### config.mk
export PLATFORM = sky130hd
export DESIGN_NAME = wb_rr_arbiter
export DESIGN_NICKNAME = d
export VERILOG_FILES = /design/src/rtl/wb_rr_arbiter.sv
export SDC_FILE = /design/constraint.sdc
export NUM_CORES = 1
export LEC_CHECK = 0
export BUFFER_PORTS_ARGS = -buffer_cell sky130_fd_sc_hd__buf_2
export CAP_MARGIN = 10
export CORE_AREA = 10 10 153 155
export CTS_CLUSTER_SIZE = 20
export DETAILED_ROUTE_END_ITERATION = 8
export DIE_AREA = 0 0 163 165
export PLACE_DENSITY = 0.45
export SLEW_MARGIN = 0
export SYNTH_ARGS = -nofsm -noshare
export SYNTH_HDL_FRONTEND = slang
export SYNTH_SLANG_ARGS = --single-unit
export TNS_END_PERCENT = 5
### constraint.sdc
create_clock -name wb_clk -period 4.3 [get_ports wb_clk]
set_input_delay 0.645 -clock wb_clk [delete_from_list [all_inputs] [get_ports wb_clk]]
set_output_delay 0.645 -clock wb_clk [all_outputs]
set_load 0.01 [all_outputs]
### src/rtl/wb_rr_arbiter.sv
// wb_rr_arbiter: three-master round-robin Wishbone arbiter sharing one slave port.
// A grant is held for the whole transfer. The slave ack goes only to the granted master.
// A per-transfer watchdog aborts a transfer that the slave never acks.
module wb_rr_arbiter #(
  parameter int unsigned AW      = 32,
  parameter int unsigned DW      = 32,
  parameter int unsigned TIMEOUT = 255
) (
  input  logic            wb_clk,
  input  logic            wb_rst_n,
  // m0: CPU instruction bus
  input  logic [AW-1:0]   m0_adr,
  input  logic [DW-1:0]   m0_dat,
  input  logic [DW/8-1:0] m0_sel,
  input  logic            m0_we,
  input  logic            m0_cyc,
  output logic [DW-1:0]   m0_rdt,
  output logic            m0_ack,
  output logic            m0_err,
  // m1: CPU data bus
  input  logic [AW-1:0]   m1_adr,
  input  logic [DW-1:0]   m1_dat,
  input  logic [DW/8-1:0] m1_sel,
  input  logic            m1_we,
  input  logic            m1_cyc,
  output logic [DW-1:0]   m1_rdt,
  output logic            m1_ack,
  output logic            m1_err,
  // m2: auxiliary master (loader / debug)
  input  logic [AW-1:0]   m2_adr,
  input  logic [DW-1:0]   m2_dat,
  input  logic [DW/8-1:0] m2_sel,
  input  logic            m2_we,
  input  logic            m2_cyc,
  output logic [DW-1:0]   m2_rdt,
  output logic            m2_ack,
  output logic            m2_err,
  // Shared slave port
  output logic [AW-1:0]   s_adr,
  output logic [DW-1:0]   s_dat,
  output logic [DW/8-1:0] s_sel,
  output logic            s_we,
  output logic            s_cyc,
  input  logic [DW-1:0]   s_rdt,
  input  logic            s_ack,
  output logic [2:0]      grant
);

  // Counter is at least one bit wide so a disabled watchdog still elaborates.
  localparam int unsigned   CW      = (TIMEOUT > 0) ? $clog2(TIMEOUT + 1) : 1;
  localparam logic [CW-1:0] CntLast = (TIMEOUT > 0) ? CW'(TIMEOUT - 1) : '0;
  localparam logic [CW-1:0] CntMax  = CW'(TIMEOUT);

  typedef enum logic {StIdle, StBusy} state_e;

  state_e        r_state;
  logic [2:0]    r_grant;
  logic [1:0]    r_idx;
  logic [1:0]    r_last;
  logic [CW-1:0] r_cnt;
  logic [2:0]    r_err;

  logic [2:0]    w_cyc;
  logic          w_gnt_cyc;
  logic          w_timeout;
  logic [1:0]    w_cand0;
  logic [1:0]    w_cand1;
  logic [1:0]    w_cand2;
  logic [1:0]    w_pick;

  function automatic logic [1:0] next_idx(input logic [1:0] i);
    return (i == 2'd2) ? 2'd0 : i + 2'd1;
  endfunction

  assign w_cyc     = {m2_cyc, m1_cyc, m0_cyc};
  assign w_gnt_cyc = |(w_cyc & r_grant);
  assign w_timeout = (TIMEOUT != 0) && (r_cnt == CntLast);

  // Rotating priority: the search starts one past the last master served.
  always_comb begin
    w_cand0 = next_idx(r_last);
    w_cand1 = next_idx(w_cand0);
    w_cand2 = r_last;
    if (w_cyc[w_cand0]) begin
      w_pick = w_cand0;
    end else if (w_cyc[w_cand1]) begin
      w_pick = w_cand1;
    end else begin
      w_pick = w_cand2;
    end
  end

  // Forward the granted master's request; all zero while nothing is granted.
  always_comb begin
    s_adr = '0;
    s_dat = '0;
    s_sel = '0;
    s_we  = 1'b0;
    unique case (r_grant)
      3'b001: begin
        s_adr = m0_adr;
        s_dat = m0_dat;
        s_sel = m0_sel;
        s_we  = m0_we;
      end
      3'b010: begin
        s_adr = m1_adr;
        s_dat = m1_dat;
        s_sel = m1_sel;
        s_we  = m1_we;
      end
      3'b100: begin
        s_adr = m2_adr;
        s_dat = m2_dat;
        s_sel = m2_sel;
        s_we  = m2_we;
      end
      default: ;
    endcase
  end

  // Grant is cleared on the watchdog abort edge, so s_cyc drops with it.
  assign s_cyc = w_gnt_cyc;
  assign grant = r_grant;

  // Ack is combinational from the slave; grant is only non-zero while busy.
  assign m0_ack = r_grant[0] & s_ack;
  assign m1_ack = r_grant[1] & s_ack;
  assign m2_ack = r_grant[2] & s_ack;

  assign m0_err = r_err[0];
  assign m1_err = r_err[1];
  assign m2_err = r_err[2];

  assign m0_rdt = s_rdt;
  assign m1_rdt = s_rdt;
  assign m2_rdt = s_rdt;

  // Arbitration FSM: grant, round-robin pointer, watchdog counter and error pulse.
  always_ff @(posedge wb_clk or negedge wb_rst_n) begin
    if (!wb_rst_n) begin
      r_state <= StIdle;
      r_grant <= '0;
      r_idx   <= 2'd0;
      r_last  <= 2'd2;
      r_cnt   <= '0;
      r_err   <= '0;
    end else begin
      r_err <= '0;
      unique case (r_state)
        StIdle: begin
          if (|w_cyc) begin
            r_state <= StBusy;
            r_grant <= 3'b001 << w_pick;
            r_idx   <= w_pick;
            r_cnt   <= '0;
          end
        end
        StBusy: begin
          if (s_ack) begin
            // Ack wins over a coincident timeout.
            r_state <= StIdle;
            r_grant <= '0;
            r_last  <= r_idx;
          end else if (!w_gnt_cyc) begin
            // Master abort: no ack, no err.
            r_state <= StIdle;
            r_grant <= '0;
            r_last  <= r_idx;
          end else if (w_timeout) begin
            r_state <= StIdle;
            r_grant <= '0;
            r_last  <= r_idx;
            r_err   <= r_grant;
          end else if (r_cnt != CntMax) begin
            r_cnt <= r_cnt + 1'b1;
          end
        end
      endcase
    end
  end

endmodule

======== Word level (Yosys, flattened, before mapping) ========
Cells that the tools add are included.
word-level totals
  memory bits (writable) .................. 0
  bits in latches ......................... 0
  memory bits (read-only) ................. 0
  register bits ........................... 19
  memories ................................ 0
  bits of input ports ..................... 245
cells by class
  divide/modulo/power cells ............... 0
  add/subtract/negate cells ............... 3
  equal/unequal tests ..................... 14
  magnitude comparators ................... 2
  multiply operators ...................... 0
  muxes and demuxes ....................... 35
  reductions and logical operators ........ 6
  shift operators ......................... 1
  bitwise operators ....................... 5
operators with widths
  operator                                                     number
  case mux 32 bit (3 select lines)                             2
  two-way mux 8 bit                                            5
  two-way mux 3 bit                                            8
  case mux 8 bit (2 select lines)                              1
  two-way mux 2 bit                                            7
  case mux 4 bit (3 select lines)                              1
  adder 8 x 1 -> 8 bit (second input constant)                 1
  equality test 8 bit (second input constant)                  1
  != test 2 bit (second input constant)                        4
  != test 8 bit (second input constant)                        1
  less-than comparator 2 x 3 -> 1 bit (second input constant)  2
  two-way mux 1 bit                                            6
  case mux 3 bit (2 select lines)                              1
  AND reduction 2 bit                                          3
  OR reduction 3 bit                                           2
  AND reduction 5 bit                                          1
  adder 2 x 1 -> 2 bit (second input constant)                 2
  binary-select mux 1 bit (select 2 bit)                       2
  equality test 2 bit (second input constant)                  2
  != test 4 x 3 -> 1 bit (second input constant)               1
  bitwise AND 1 bit                                            3
  bitwise AND 3 bit                                            1
  equality test 3 x 1 -> 1 bit (second input constant)         1
  equality test 3 x 2 -> 1 bit (second input constant)         1
  other kinds (7)                                              7

======== Depth between registers and ports, before layout ========
  depth in word-level cells ............... 11
  mapped depth ............................ 6
  depth with buffers taken out ............ 6

======== Worst setup path before layout ========
Ideal clock, no wire load.
  path type ............................... register -> output
  from .................................... register r_grant[1] (netlist: grant[1])
  to ...................................... output port s_adr[24]
  slack ................................... 2.101 ns
  arrival time ............................ 1.554 ns
  cell stages (with the launch flop) ...... 7
  path buffers ............................ 3
  cells stage by stage .................... dfrtp_1 -> nor2b_1 -> clkbuf_1 -> buf_2 -> buf_2 -> a22oi_1 -> o21ai_0
between the ends
  word-level cells in the longest chain between the ends .. 2
  elaborated cells between the ends (all ways) .. 4
  those cells by class .................... 3 x eq/ne; 1 x mux
RTL lines
  item                                         RTL line  RTL
  from (decl)                                  57        logic [2:0] r_grant;
  from (signal assigned)                       154       r_grant <= 3'b001 << w_pick;
  equality test 3 bit (tied with other cells)  99        unique case (r_grant)
  case mux 32 bit (3 select lines) (*)         99
  to (decl)                                    39        output logic [AW-1:0] s_adr,
Mark *: on every way between the ends. The rest lies on a longest branch, timed or not.

======== Worst setup path in the final report ========
  from .................................... register r_grant[1] (netlist: grant[1])
  to ...................................... output port s_sel[2]
between the ends
  word-level cells in the longest chain between the ends .. 2
  elaborated cells between the ends (all ways) .. 4
  those cells by class .................... 3 x eq/ne; 1 x mux
RTL lines
  item                                         RTL line  RTL
  equality test 3 bit (tied with other cells)  99
  case mux 4 bit (3 select lines) (*)          99
  to (decl)                                    41        output logic [DW/8-1:0] s_sel,
Marks and branches as above.

==> summary.txt <==
Status - finished, final reports clean
RSZ-0062 raised after global routing - false
Worst path bufs/invs - 2
Top delay family on crit path - buffers and inverters
Slew of the pin with the lowest slew margin - 0.872 ns
Number of synthesized flops with an enable pin - 0
Setup TNS - 0 ns
CTS sink count - 19
CTS resizes - 0
Pre-Repair DR Iteration Count - 5
Crit path DAT - 2.33 ns
Hold Buf Count CTS - 0
Top cells by area, synth - buf_4, a22oi_1, dfrtp_1
# rows - 52
Root buffer cell - clkbuf_16
Worst path slowest cell - buf_4
ANT nets after route - 0
Sequential share of the synthesized area - 0.159
Async SR Flop Fraction - 1.00
FF-to-FF Start - grant[2]$_DFFE_PN0P_
Max frequency - 0.336 GHz
Worst EP required - 3.65 ns
Vias in the first global route - 3826
Max cap viols - 0
R2R depth - 5
Clk buf depth - 2
Max transition margin - 0.419
Final std cells w/o fill - 879
Pin count of the biggest net entering global routing - 70
Chip width - 163 µm
First-pass GRT wire length - 23300 µm
Post-synth top area share - 0.241
Ratio of cells with drive above 1 in the final layout - 0.516
Area of the multi-input gates - 0.00165 mm²
Worst Skew - 0.00325 ns
Post-DP HPWL - 13700 µm
Layout net count - 855
Cell Chain, Critical Path - nor2b_4 > buf_4 > a22oi_1 > o21ai_0 > buf_2
CP Max Fanout - 69
DRC violations left - 0
Initial Utilization - 0.148
H-tree depth - 1
Highest cell delay on the worst timing path - 0.57 ns
Syn_area_per_cell - 6.86 µm²
Synth unique cells - 40
Setup Fix Bufs, Post-CTS - 0
Core area - 0.0202 mm²
Placed Area - 0.00399 mm²
Setup violators final - 0
Register area - 478 µm²
Cell taking the most area after synthesis - buf_4
Ports - 420
Vias per cell - 4.28
Die ar. - 0.0269 mm²
Area grow syn2layout - 36.1%
Flop-to-flop setup slack - 1.70 ns
Yosys warns - 0
GRT Residual Overflow - 0
Fin. max-slew vios - 0
Peak VDD IR - 0.237 mV
Main synth FF type - dfrtp_1
Routed wire length - 16600 µm
Die Y - 165 µm
Initial antenna violation count - 3
CTS tree - done
Port buffer count - 291
Pwr per Cell Area - 552 mW/mm²
GRT Total Usage - 0.109
Clock Latency Late Sink - 0.25 ns
Final Hold Vio Count - 0
Fin crit period - 2.98 ns
Fin crit share - 0.693
DR WL/cell - 18.9 µm
Total power - 2250 µW
Number of CTS-inserted buffers - 3
Netlist Area Pre-Place - 0.00299 mm²
Routed vias - 3764
Layout Cell Area excl Fill - 0.00407 mm²
Flops & latches, synth - 19
Clk slew on worst S/H paths - 0.05 ns
Mapped Cells - 436
# fillers - 2331
Worst r2r dst - r_cnt[2]$_DFFE_PN0P_
Drt initial violations - 320
Leakage - 0.00203 µW
Cell count after placement - 873
Min-Delay Path Class - in -> async
GP Congestion - 0.836
Synth Net Count - 683
Crit end category - output port
Critical path type - reg -> out
Crit path launch type - flop
## cell usage after synthesis (4+ instances only)
library cell	count
buf_4	96
nand2_1	77
o21ai_0	73
a22oi_1	70
clkbuf_1	26
dfrtp_1	18
buf_2	7
nor2_1	7
and3_1	5
inv_1	5
a21oi_1	4
and2_1	4
mux2i_1	4
## routing by layer
layer	track usage	up-vias	wire length (µm)
met5	0	-	11
met4	0.0246	2	268
met3	0.0495	42	2040
met2	0.183	251	8020
met1	0.123	1670	6300
li1	-	1799	-
## cell families (layout without fill, tap and decap cells)
| kind of cell | after synthesis | count (layout) | synth area share |
|---|---|---|---|
| AOI/OAI and AO/OA | 160 | 160 | 0.343 |
| adders and majority gates | 2 | 2 | 0.00836 |
| buffers and inverters | 135 | 306 | 0.295 |
| DFF | 19 | 19 | 0.159 |
| muxes | 6 | 6 | 0.0234 |
| other | 0 | 2 | 0 |
| and+or+nand+nor | 114 | 114 | 0.170 |
## cell usage in the layout (no fill, tap or decap), drive strengths merged
master and count:
a41oi 1, mux2 2, nand2b 2, a211oi 1
and3 5, nand3 2, or4bb 1, nand4 3
a221oi 1, o211ai 1, and2 4, clkbuf 4
buf 297, a22o 2, a31oi 1, nand3b 1
inv 5, and4 1, a22oi 70, o21ai 73
nor4 1, a311o 1, a222oi 1, nor3b 2
dfrtp 18, a31o 2, a21o 1, diode 2
mux2i 4, nand2 77, nor2b 3, nor2 7
ha 2, dfstp 1, a21oi 5, or2 3
nor3 2
## sequential cells by signal (all words and copies together) (netlist names)
signal and count:
r_cnt 8, r_last 2, grant 3, r_err 3, r_idx 2, r_state 1
## cell type report
cell class | instances | area share
diodes | 2 | 0.00123
clock buffers | 4 | 0.0194
inverters | 5 | 0.00461
multi-input cells | 282 | 0.406
flip-flops and latches | 19 | 0.117
well taps | 270 | 0.0830
repair buffers | 297 | 0.369
## stage by stage
step / hold slack, ns / utilization / setup slack [ns]
after floorplan: 0.349 / - / 2.10
after global placement: 0.490 / 0.198 / 1.61
after detailed placement: 0.488 / 0.198 / 1.62
after CTS: 0.357 / 0.202 / 1.33
after global routing: 0.373 / 0.202 / 1.20
final: 0.334 / 0.202 / 1.32
## worst max path at each step
stage | startpoint | endpoint | cells after the start
floorplan | grant[1]$_DFFE_PN0P_ | s_adr[24] | 6
global placement | grant[1]$_DFFE_PN0P_ | s_sel[2] | 5
detailed placement | grant[1]$_DFFE_PN0P_ | s_sel[2] | 5
CTS | grant[1]$_DFFE_PN0P_ | s_sel[2] | 5
global route | grant[1]$_DFFE_PN0P_ | s_sel[2] | 5
finish | grant[1]$_DFFE_PN0P_ | s_sel[2] | 5
## where the power goes
group,switching [µW],internal (µW)
sequential,95.3,224
clock,65.7,126
combinational,1060,680
total,1220,1030
Power figures use the tool's default switching activity.
